==> config.mk <==
export PLATFORM = sky130hd
export DESIGN_NAME = iob_axistream_out_arb
export DESIGN_NICKNAME = d
export VERILOG_FILES = /design/src/rtl/iob_axistream_arb_pkg.sv /design/src/rtl/iob_rr_sel.sv /design/src/rtl/iob_axistream_out_arb.sv
export SDC_FILE = /design/constraint.sdc
export NUM_CORES = 1
export LEC_CHECK = 0
export ABC_AREA = 1
export CAP_MARGIN = 30
export CORE_MARGIN = 10
export CORE_UTILIZATION = 25
export DETAILED_ROUTE_END_ITERATION = 12
export PLACE_DENSITY_LB_ADDON = 0.2
export REMOVE_ABC_BUFFERS = 1
export SLEW_MARGIN = 20
export SYNTH_ARGS = -nofsm -noshare
export SYNTH_HDL_FRONTEND = slang
export SYNTH_SLANG_ARGS = --single-unit
==> constraint.sdc <==
create_clock -name clk -period 2 [get_ports clk]
set_input_delay 0.5 -clock clk [delete_from_list [all_inputs] [get_ports clk]]
set_output_delay 0.5 -clock clk [all_outputs]
set_load 0.005 [all_outputs]
==> src/rtl/iob_axistream_arb_pkg.sv <==
// Shared definitions for the packet-level AXI-Stream output arbiter:
// FSM state encoding and round-robin pointer sizing.
package iob_axistream_arb_pkg;

  typedef enum logic {
    IDLE = 1'b0,
    XFER = 1'b1
  } arb_state_t;

  localparam int MAX_PORTS    = 8;
  localparam int RR_PTR_W_MAX = $clog2(MAX_PORTS);

  // rr_ptr width for a given port count, $clog2(n_ports) but never zero
  function automatic int rr_ptr_w(input int n_ports);
    return (n_ports > 1) ? $clog2(n_ports) : 1;
  endfunction

endpackage

==> src/rtl/iob_rr_sel.sv <==
// Combinational round-robin selector: picks the first requester found
// scanning upward from rr_ptr with wrap-around.
module iob_rr_sel
  import iob_axistream_arb_pkg::*;
#(
  parameter int N_PORTS = 2,
  parameter int PTR_W   = rr_ptr_w(N_PORTS)
) (
  input  logic [N_PORTS-1:0] req,
  input  logic [PTR_W-1:0]   rr_ptr,
  output logic [N_PORTS-1:0] gnt,
  output logic               valid
);

  logic [PTR_W:0]   sum;
  logic [PTR_W-1:0] idx;

  always_comb begin
    gnt   = '0;
    valid = 1'b0;
    sum   = '0;
    idx   = '0;
    for (int i = 0; i < N_PORTS; i++) begin
      sum = {1'b0, rr_ptr} + (PTR_W+1)'(i);
      if (sum >= (PTR_W+1)'(N_PORTS)) sum = sum - (PTR_W+1)'(N_PORTS);
      idx = sum[PTR_W-1:0];
      if (!valid && req[idx]) begin
        gnt[idx] = 1'b1;
        valid    = 1'b1;
      end
    end
  end

endmodule

==> src/rtl/iob_axistream_out_arb.sv <==
// Packet-level round-robin arbiter sharing one registered AXI-Stream output
// between N_PORTS sources; grants are held from first beat to tlast.
module iob_axistream_out_arb
  import iob_axistream_arb_pkg::*;
#(
  parameter int N_PORTS     = 2,
  parameter int DATA_W      = 8,
  parameter int MAX_PKT_LEN = 1024,
  parameter int LEN_W       = 16
) (
  input  logic                      clk,
  input  logic                      rst,
  input  logic [N_PORTS*DATA_W-1:0] s_tdata,
  input  logic [N_PORTS-1:0]        s_tvalid,
  input  logic [N_PORTS-1:0]        s_tlast,
  output logic [N_PORTS-1:0]        s_tready,
  output logic [DATA_W-1:0]         m_tdata,
  output logic                      m_tvalid,
  output logic                      m_tlast,
  input  logic                      m_tready,
  output logic [N_PORTS-1:0]        grant,
  output logic                      busy,
  output logic                      trunc
);

  localparam int               PTR_W    = rr_ptr_w(N_PORTS);
  localparam bit               LIMIT_EN = (MAX_PKT_LEN != 0);
  localparam logic [LEN_W-1:0] LAST_CNT = LEN_W'(LIMIT_EN ? MAX_PKT_LEN - 1 : 0);

  arb_state_t         state, state_nxt;
  logic [PTR_W-1:0]   rr_ptr, g_idx;
  logic [LEN_W-1:0]   beat_cnt;
  logic [N_PORTS-1:0] sel_gnt;
  logic               sel_valid;
  logic [DATA_W-1:0]  g_data;
  logic               g_last, g_valid;
  logic               slot_free, accept, out_last;

  iob_rr_sel #(
    .N_PORTS(N_PORTS),
    .PTR_W  (PTR_W)
  ) u_sel (
    .req   (s_tvalid),
    .rr_ptr(rr_ptr),
    .gnt   (sel_gnt),
    .valid (sel_valid)
  );

  always_comb begin
    g_data  = '0;
    g_last  = 1'b0;
    g_valid = 1'b0;
    g_idx   = '0;
    for (int i = 0; i < N_PORTS; i++) begin
      if (grant[i]) begin
        g_data  = s_tdata[i*DATA_W +: DATA_W];
        g_last  = s_tlast[i];
        g_valid = s_tvalid[i];
        g_idx   = PTR_W'(i);
      end
    end
  end

  // The output slot can take a beat when empty or draining this cycle
  assign slot_free = ~m_tvalid | m_tready;
  assign s_tready  = (state == XFER && slot_free) ? grant : '0;
  assign accept    = (state == XFER) && g_valid && slot_free;
  assign out_last  = g_last | (LIMIT_EN && beat_cnt == LAST_CNT);
  assign busy      = (state == XFER) | m_tvalid;

  always_comb begin
    state_nxt = state;
    case (state)
      IDLE:    if (sel_valid) state_nxt = XFER;
      XFER:    if (accept && out_last) state_nxt = IDLE;
      default: state_nxt = IDLE;
    endcase
  end

  always_ff @(posedge clk) begin
    if (!rst) begin
      state    <= IDLE;
      grant    <= '0;
      rr_ptr   <= '0;
      beat_cnt <= '0;
      m_tdata  <= '0;
      m_tvalid <= 1'b0;
      m_tlast  <= 1'b0;
      trunc    <= 1'b0;
    end else begin
      state <= state_nxt;
      trunc <= accept & out_last & ~g_last;
      if (state == IDLE && sel_valid) begin
        grant    <= sel_gnt;
        beat_cnt <= '0;
      end
      if (accept) begin
        beat_cnt <= beat_cnt + 1'b1;
        m_tdata  <= g_data;
        m_tvalid <= 1'b1;
        m_tlast  <= out_last;
        // Packet end (natural or forced) releases the grant and advances priority
        if (out_last) begin
          grant  <= '0;
          rr_ptr <= (g_idx == PTR_W'(N_PORTS - 1)) ? '0 : g_idx + 1'b1;
        end
      end else if (m_tready) begin
        m_tvalid <= 1'b0;
      end
    end
  end

endmodule

==> results of run 1 <==
==> cell families (layout without fill, tap and decap cells) <==
group	count (synthesis)	count (layout)	synth area share, %
simple gates	163	163	42.7
compound gates	34	34	10.9
buf+inv	33	82	9.37
flops	31	31	36.3
fa+ha+maj	1	1	0.732
==> layer usage <==
metal / part of all wire (%) / wire, µm / global-route usage [%] / vias up
li1: - / - / - / 929
met1: 48 / 2290 / 11.9 / 788
met2: 46 / 2180 / 15.4 / 27
met3: 4.8 / 230 / 2.55 / 4
met4: 1.5 / 71 / 3.69 / 0
met5: 0 / 0 / 0 / -
==> state kept, by name, indices dropped and copies added, names as in the netlist <==
signal / cells
grant: 2
m_tvalid: 1
m_tdata: 8
state: 1
beat_cnt: 16
m_tlast: 1
rr_ptr: 1
trunc: 1
==> layout make-up <==
type,instances,area share [%]
clock buffer,8,4.29
inverter,22,3.54
multi-input combinational,198,39.8
sequential,31,26.6
tap,80,4.29
timing repair buffer,52,21.5
==> through the flow <==
stage | hold WS (ns) | std cells | util (%) | setup slack (ns) | instance area (µm²)
final | 0.470 | 391 | 34.7 | 0.0775 | 2330
after global routing | 0.503 | 391 | 34.7 | 0.0113 | 2330
after CTS | 0.477 | 391 | 34.9 | 0.00552 | 2340
after detailed placement | 0.463 | 383 | 33.4 | -0.290 | 2240
after global placement | 0.459 | 383 | 33.4 | -0.293 | 2240
after floorplan | 0.444 | 251 | - | 0.245 | 1630
==> worst max-delay path by stage <==
stage                         from            to  slack [ns]  depth (start not counted)
after floorplan           grant[1]  beat_cnt[14]        0.24                          8
after global placement    m_tready   s_tready[0]       -0.29                          6
after detailed placement  m_tready   s_tready[0]       -0.29                          6
after CTS                 m_tready   s_tready[0]       0.006                          6
after global routing         state          busy        0.01                          3
final                        state          busy        0.08                          3
==> worst max-delay path, cell delays in order (launching register included) <==
cell and delay, ns:
sky130_fd_sc_hd__dfxtp_1 0.44, sky130_fd_sc_hd__inv_1 0.12, sky130_fd_sc_hd__nand2_1 0.08, sky130_fd_sc_hd__clkdlybuf4s50_1 0.50
==> power breakdown <==
| group | leakage (µW) | internal [µW] | switching [µW] |
|---|---|---|---|
| clock network | 0.0000515 | 314 | 232 |
| registers | 0.000251 | 640 | 16.9 |
| logic | 0.000642 | 144 | 143 |
==> repair_timing <==
| item | CTS | global route |
|---|---|---|
| resized for setup | 4 | 2 |
| buffers inserted | 0 | 0 |
| endpoints found under the setup margin | 2 | 2 |
==> cells in the mapped netlist, types with 2 or more instances <==
library cell	instances
sky130_fd_sc_hd__nand2_1	67
sky130_fd_sc_hd__nand2_2	2
sky130_fd_sc_hd__nor2_4	2
sky130_fd_sc_hd__nand3_2	2
sky130_fd_sc_hd__dfxtp_1	31
sky130_fd_sc_hd__buf_4	2
sky130_fd_sc_hd__o21ai_1	3
sky130_fd_sc_hd__a21oi_2	2
sky130_fd_sc_hd__buf_6	2
sky130_fd_sc_hd__nor2_1	48
sky130_fd_sc_hd__inv_1	22
sky130_fd_sc_hd__o21ai_0	12
sky130_fd_sc_hd__or2_2	2
sky130_fd_sc_hd__clkbuf_1	3
sky130_fd_sc_hd__nand3_1	31
sky130_fd_sc_hd__a21oi_1	14
sky130_fd_sc_hd__buf_2	2
sky130_fd_sc_hd__nor2_2	3
sky130_fd_sc_hd__nand4_1	2
==> impl_results.html, run 1 <==
<table>
<tr><th>Metric</th><th>Value</th></tr>
<tr><th colspan="2">Placement</th></tr>
<tr><td>Gpl congestion</td><td>0.837</td></tr>
<tr><td>Count of input and output buffers</td><td>38</td></tr>
<tr><td>Post-DP HPWL</td><td>3620 µm</td></tr>
<tr><th colspan="2">Layout</th></tr>
<tr><td>Area of the multi-input gates</td><td>928 µm²</td></tr>
<tr><td>Nets@finish</td><td>334</td></tr>
<tr><td>Filler cell count in the final layout</td><td>733</td></tr>
<tr><td>Synth-to-Final Area Change</td><td>36.5%</td></tr>
<tr><td>FF/Latch Area</td><td>621 µm²</td></tr>
<tr><td>Count of antenna diodes in the layout</td><td>0</td></tr>
<tr><td>Fraction of final layout cells sized beyond drive strength 1</td><td>12.5%</td></tr>
<tr><td>Most common cell after layout, fill and taps aside</td><td>sky130_fd_sc_hd__nand2_1</td></tr>
<tr><td>Commonest non-fill, non-tap cells in the layout</td><td>sky130_fd_sc_hd__nand2_1, sky130_fd_sc_hd__nor2_1, sky130_fd_sc_hd__clkdlybuf4s50_1</td></tr>
<tr><th colspan="2">Synth</th></tr>
<tr><td>EDFF count, synth</td><td>0</td></tr>
<tr><td>Post-synth top area share</td><td>36.3%</td></tr>
<tr><td>Synth cell types</td><td>29</td></tr>
<tr><td>Netlist Area Pre-Place</td><td>0.00171 mm²</td></tr>
<tr><td>Top area cells in the synthesized netlist</td><td>sky130_fd_sc_hd__dfxtp_1, sky130_fd_sc_hd__nand2_1, sky130_fd_sc_hd__nor2_1</td></tr>
<tr><td>Syn Inst Count</td><td>262</td></tr>
<tr><td>Yosys Warn Count</td><td>0</td></tr>
<tr><td>Flip-flop cell with the highest count after synthesis</td><td>sky130_fd_sc_hd__dfxtp_1</td></tr>
<tr><td>Post-synthesis sequential element count</td><td>31</td></tr>
<tr><td>Cell taking the most area after synthesis</td><td>sky130_fd_sc_hd__dfxtp_1</td></tr>
<tr><td>Portion of the post-synthesis area used by sequential elements</td><td>36.3%</td></tr>
<tr><td>Syn_area_per_cell</td><td>6.52 µm²</td></tr>
<tr><td>Share of flip-flops with an asynchronous set or reset after synthesis</td><td>0%</td></tr>
<tr><th colspan="2">Worst setup path</th></tr>
<tr><td>Sort of element at the end of the critical path</td><td>output pin</td></tr>
<tr><td>Required time reported for the critical path endpoint</td><td>1.50 ns</td></tr>
<tr><td>Max Fanout on Critical Path</td><td>5</td></tr>
<tr><td>CP Launch Type</td><td>register</td></tr>
<tr><td>Arrival time at the worst endpoint</td><td>1.42 ns</td></tr>
<tr><td>Start-to-end type of the worst setup path</td><td>reg2out</td></tr>
<tr><td>Worst R2R Setup Slack</td><td>0.47 ns</td></tr>
<tr><td>Endpoint of the most critical register-to-register path</td><td>beat_cnt[14]</td></tr>
<tr><td>Worst R2R Start</td><td>grant[1]</td></tr>
<tr><td>Logic depth of the worst register-to-register path</td><td>10</td></tr>
<tr><th colspan="2">Route</th></tr>
<tr><td>Wire length reported by the detailed router</td><td>4780 µm</td></tr>
<tr><td>Detailed-router iteration count before antenna repair</td><td>4</td></tr>
<tr><td>Average via count per standard cell</td><td>4.47</td></tr>
<tr><td>Count of antenna-violating nets left after detailed routing</td><td>0</td></tr>
<tr><td>Overall via count from detail_route</td><td>1748</td></tr>
<tr><td>Total DRC errors in the routed layout</td><td>0</td></tr>
<tr><td>Routed len/inst</td><td>12.2 µm</td></tr>
<tr><td>Iter 0 DRT Violations</td><td>54</td></tr>
<tr><th colspan="2">Pwr</th></tr>
<tr><td>Static leakage</td><td>0.000945 µW</td></tr>
<tr><td>Largest vdd supply drop</td><td>0.000312 V</td></tr>
<tr><td>PD cells</td><td>638 mW/mm²</td></tr>
<tr><td>Total chip power</td><td>1490 µW</td></tr>
<tr><th colspan="2">Timing</th></tr>
<tr><td>Final critical path time including I/O delays and setup</td><td>1.92 ns</td></tr>
<tr><td>Relative slew slack</td><td>83.5%</td></tr>
<tr><td>RSZ-0062 raised after global routing</td><td>false</td></tr>
<tr><td>Final-layout setup total negative slack</td><td>0 ns</td></tr>
<tr><td>Setup violation total in the final timing report</td><td>0</td></tr>
<tr><td>Least-Margin Pin Slew</td><td>0.247 ns</td></tr>
<tr><td>Number of max-slew violations in the final report</td><td>0</td></tr>
<tr><td>Final hold violation count</td><td>0</td></tr>
<tr><td>Setup Skew</td><td>0.00464 ns</td></tr>
<tr><td>Highest attainable clock frequency</td><td>520 MHz</td></tr>
<tr><td>Period Utilization, post-route</td><td>96.1%</td></tr>
<tr><th colspan="2">Worst hold path</th></tr>
<tr><td>Min-Delay Endpoint</td><td>m_tlast</td></tr>
<tr><td>Hold depth</td><td>2</td></tr>
<tr><td>Class of the tightest hold or removal check</td><td>reg2reg</td></tr>
<tr><td>Hold path startpoint</td><td>m_tlast</td></tr>
<tr><th colspan="2">Floorplanning</th></tr>
<tr><td>Row Count</td><td>30</td></tr>
<tr><td>Chip Height</td><td>103 µm</td></tr>
<tr><td>Core area</td><td>0.00672 mm²</td></tr>
<tr><td>Io pins</td><td>39</td></tr>
<tr><td>Starting utilization of the core area</td><td>25.4%</td></tr>
<tr><td>Chip Width</td><td>103 µm</td></tr>
<tr><td>Floorplan die area</td><td>0.0105 mm²</td></tr>
<tr><th colspan="2">GRT</th></tr>
<tr><td>Largest net degree at the start of global routing</td><td>17</td></tr>
<tr><td>Overall routing resource usage</td><td>9.57%</td></tr>
<tr><td>Remaining global-route overflow</td><td>0</td></tr>
<tr><td>Initial antenna violation count</td><td>0</td></tr>
<tr><td>Global-route wire length before repair</td><td>8000 µm</td></tr>
<tr><td>Number of global-route vias before repair</td><td>1664</td></tr>
<tr><th colspan="2">Clock tree</th></tr>
<tr><td>CTS tree</td><td>yes</td></tr>
<tr><td>Total of hold buffers inserted after clock tree synthesis</td><td>0</td></tr>
<tr><td>Max Buffers Root-to-Sink</td><td>2</td></tr>
<tr><td>Clock latency of the later-clocked register in the worst-skew pair</td><td>0.27 ns</td></tr>
<tr><td>Number of buffers inserted during clock tree synthesis</td><td>5</td></tr>
<tr><td>Clock sinks</td><td>31</td></tr>
<tr><td>Reg clk slew, reported paths</td><td>0.07 ns</td></tr>
<tr><td>H-tree levels</td><td>2</td></tr>
<tr><td>CTS Root Buffer Type</td><td>sky130_fd_sc_hd__clkbuf_8</td></tr>
<tr><th colspan="2">Outcome</th></tr>
<tr><td>Status</td><td>finished clean</td></tr>
<tr><th colspan="2">Flow run</th></tr>
<tr><td>Maxcap violations</td><td>0</td></tr>
</table>
No activity file was read; power rests on OpenSTA's default activity.
==> inputs of run 2 (changes only) <==
- CTS_CLUSTER_SIZE: not set -> 40
- HOLD_SLACK_MARGIN: not set -> 0.03
==> results of run 2 <==
Final layout, timing and power as in run 1 (identical DEF).
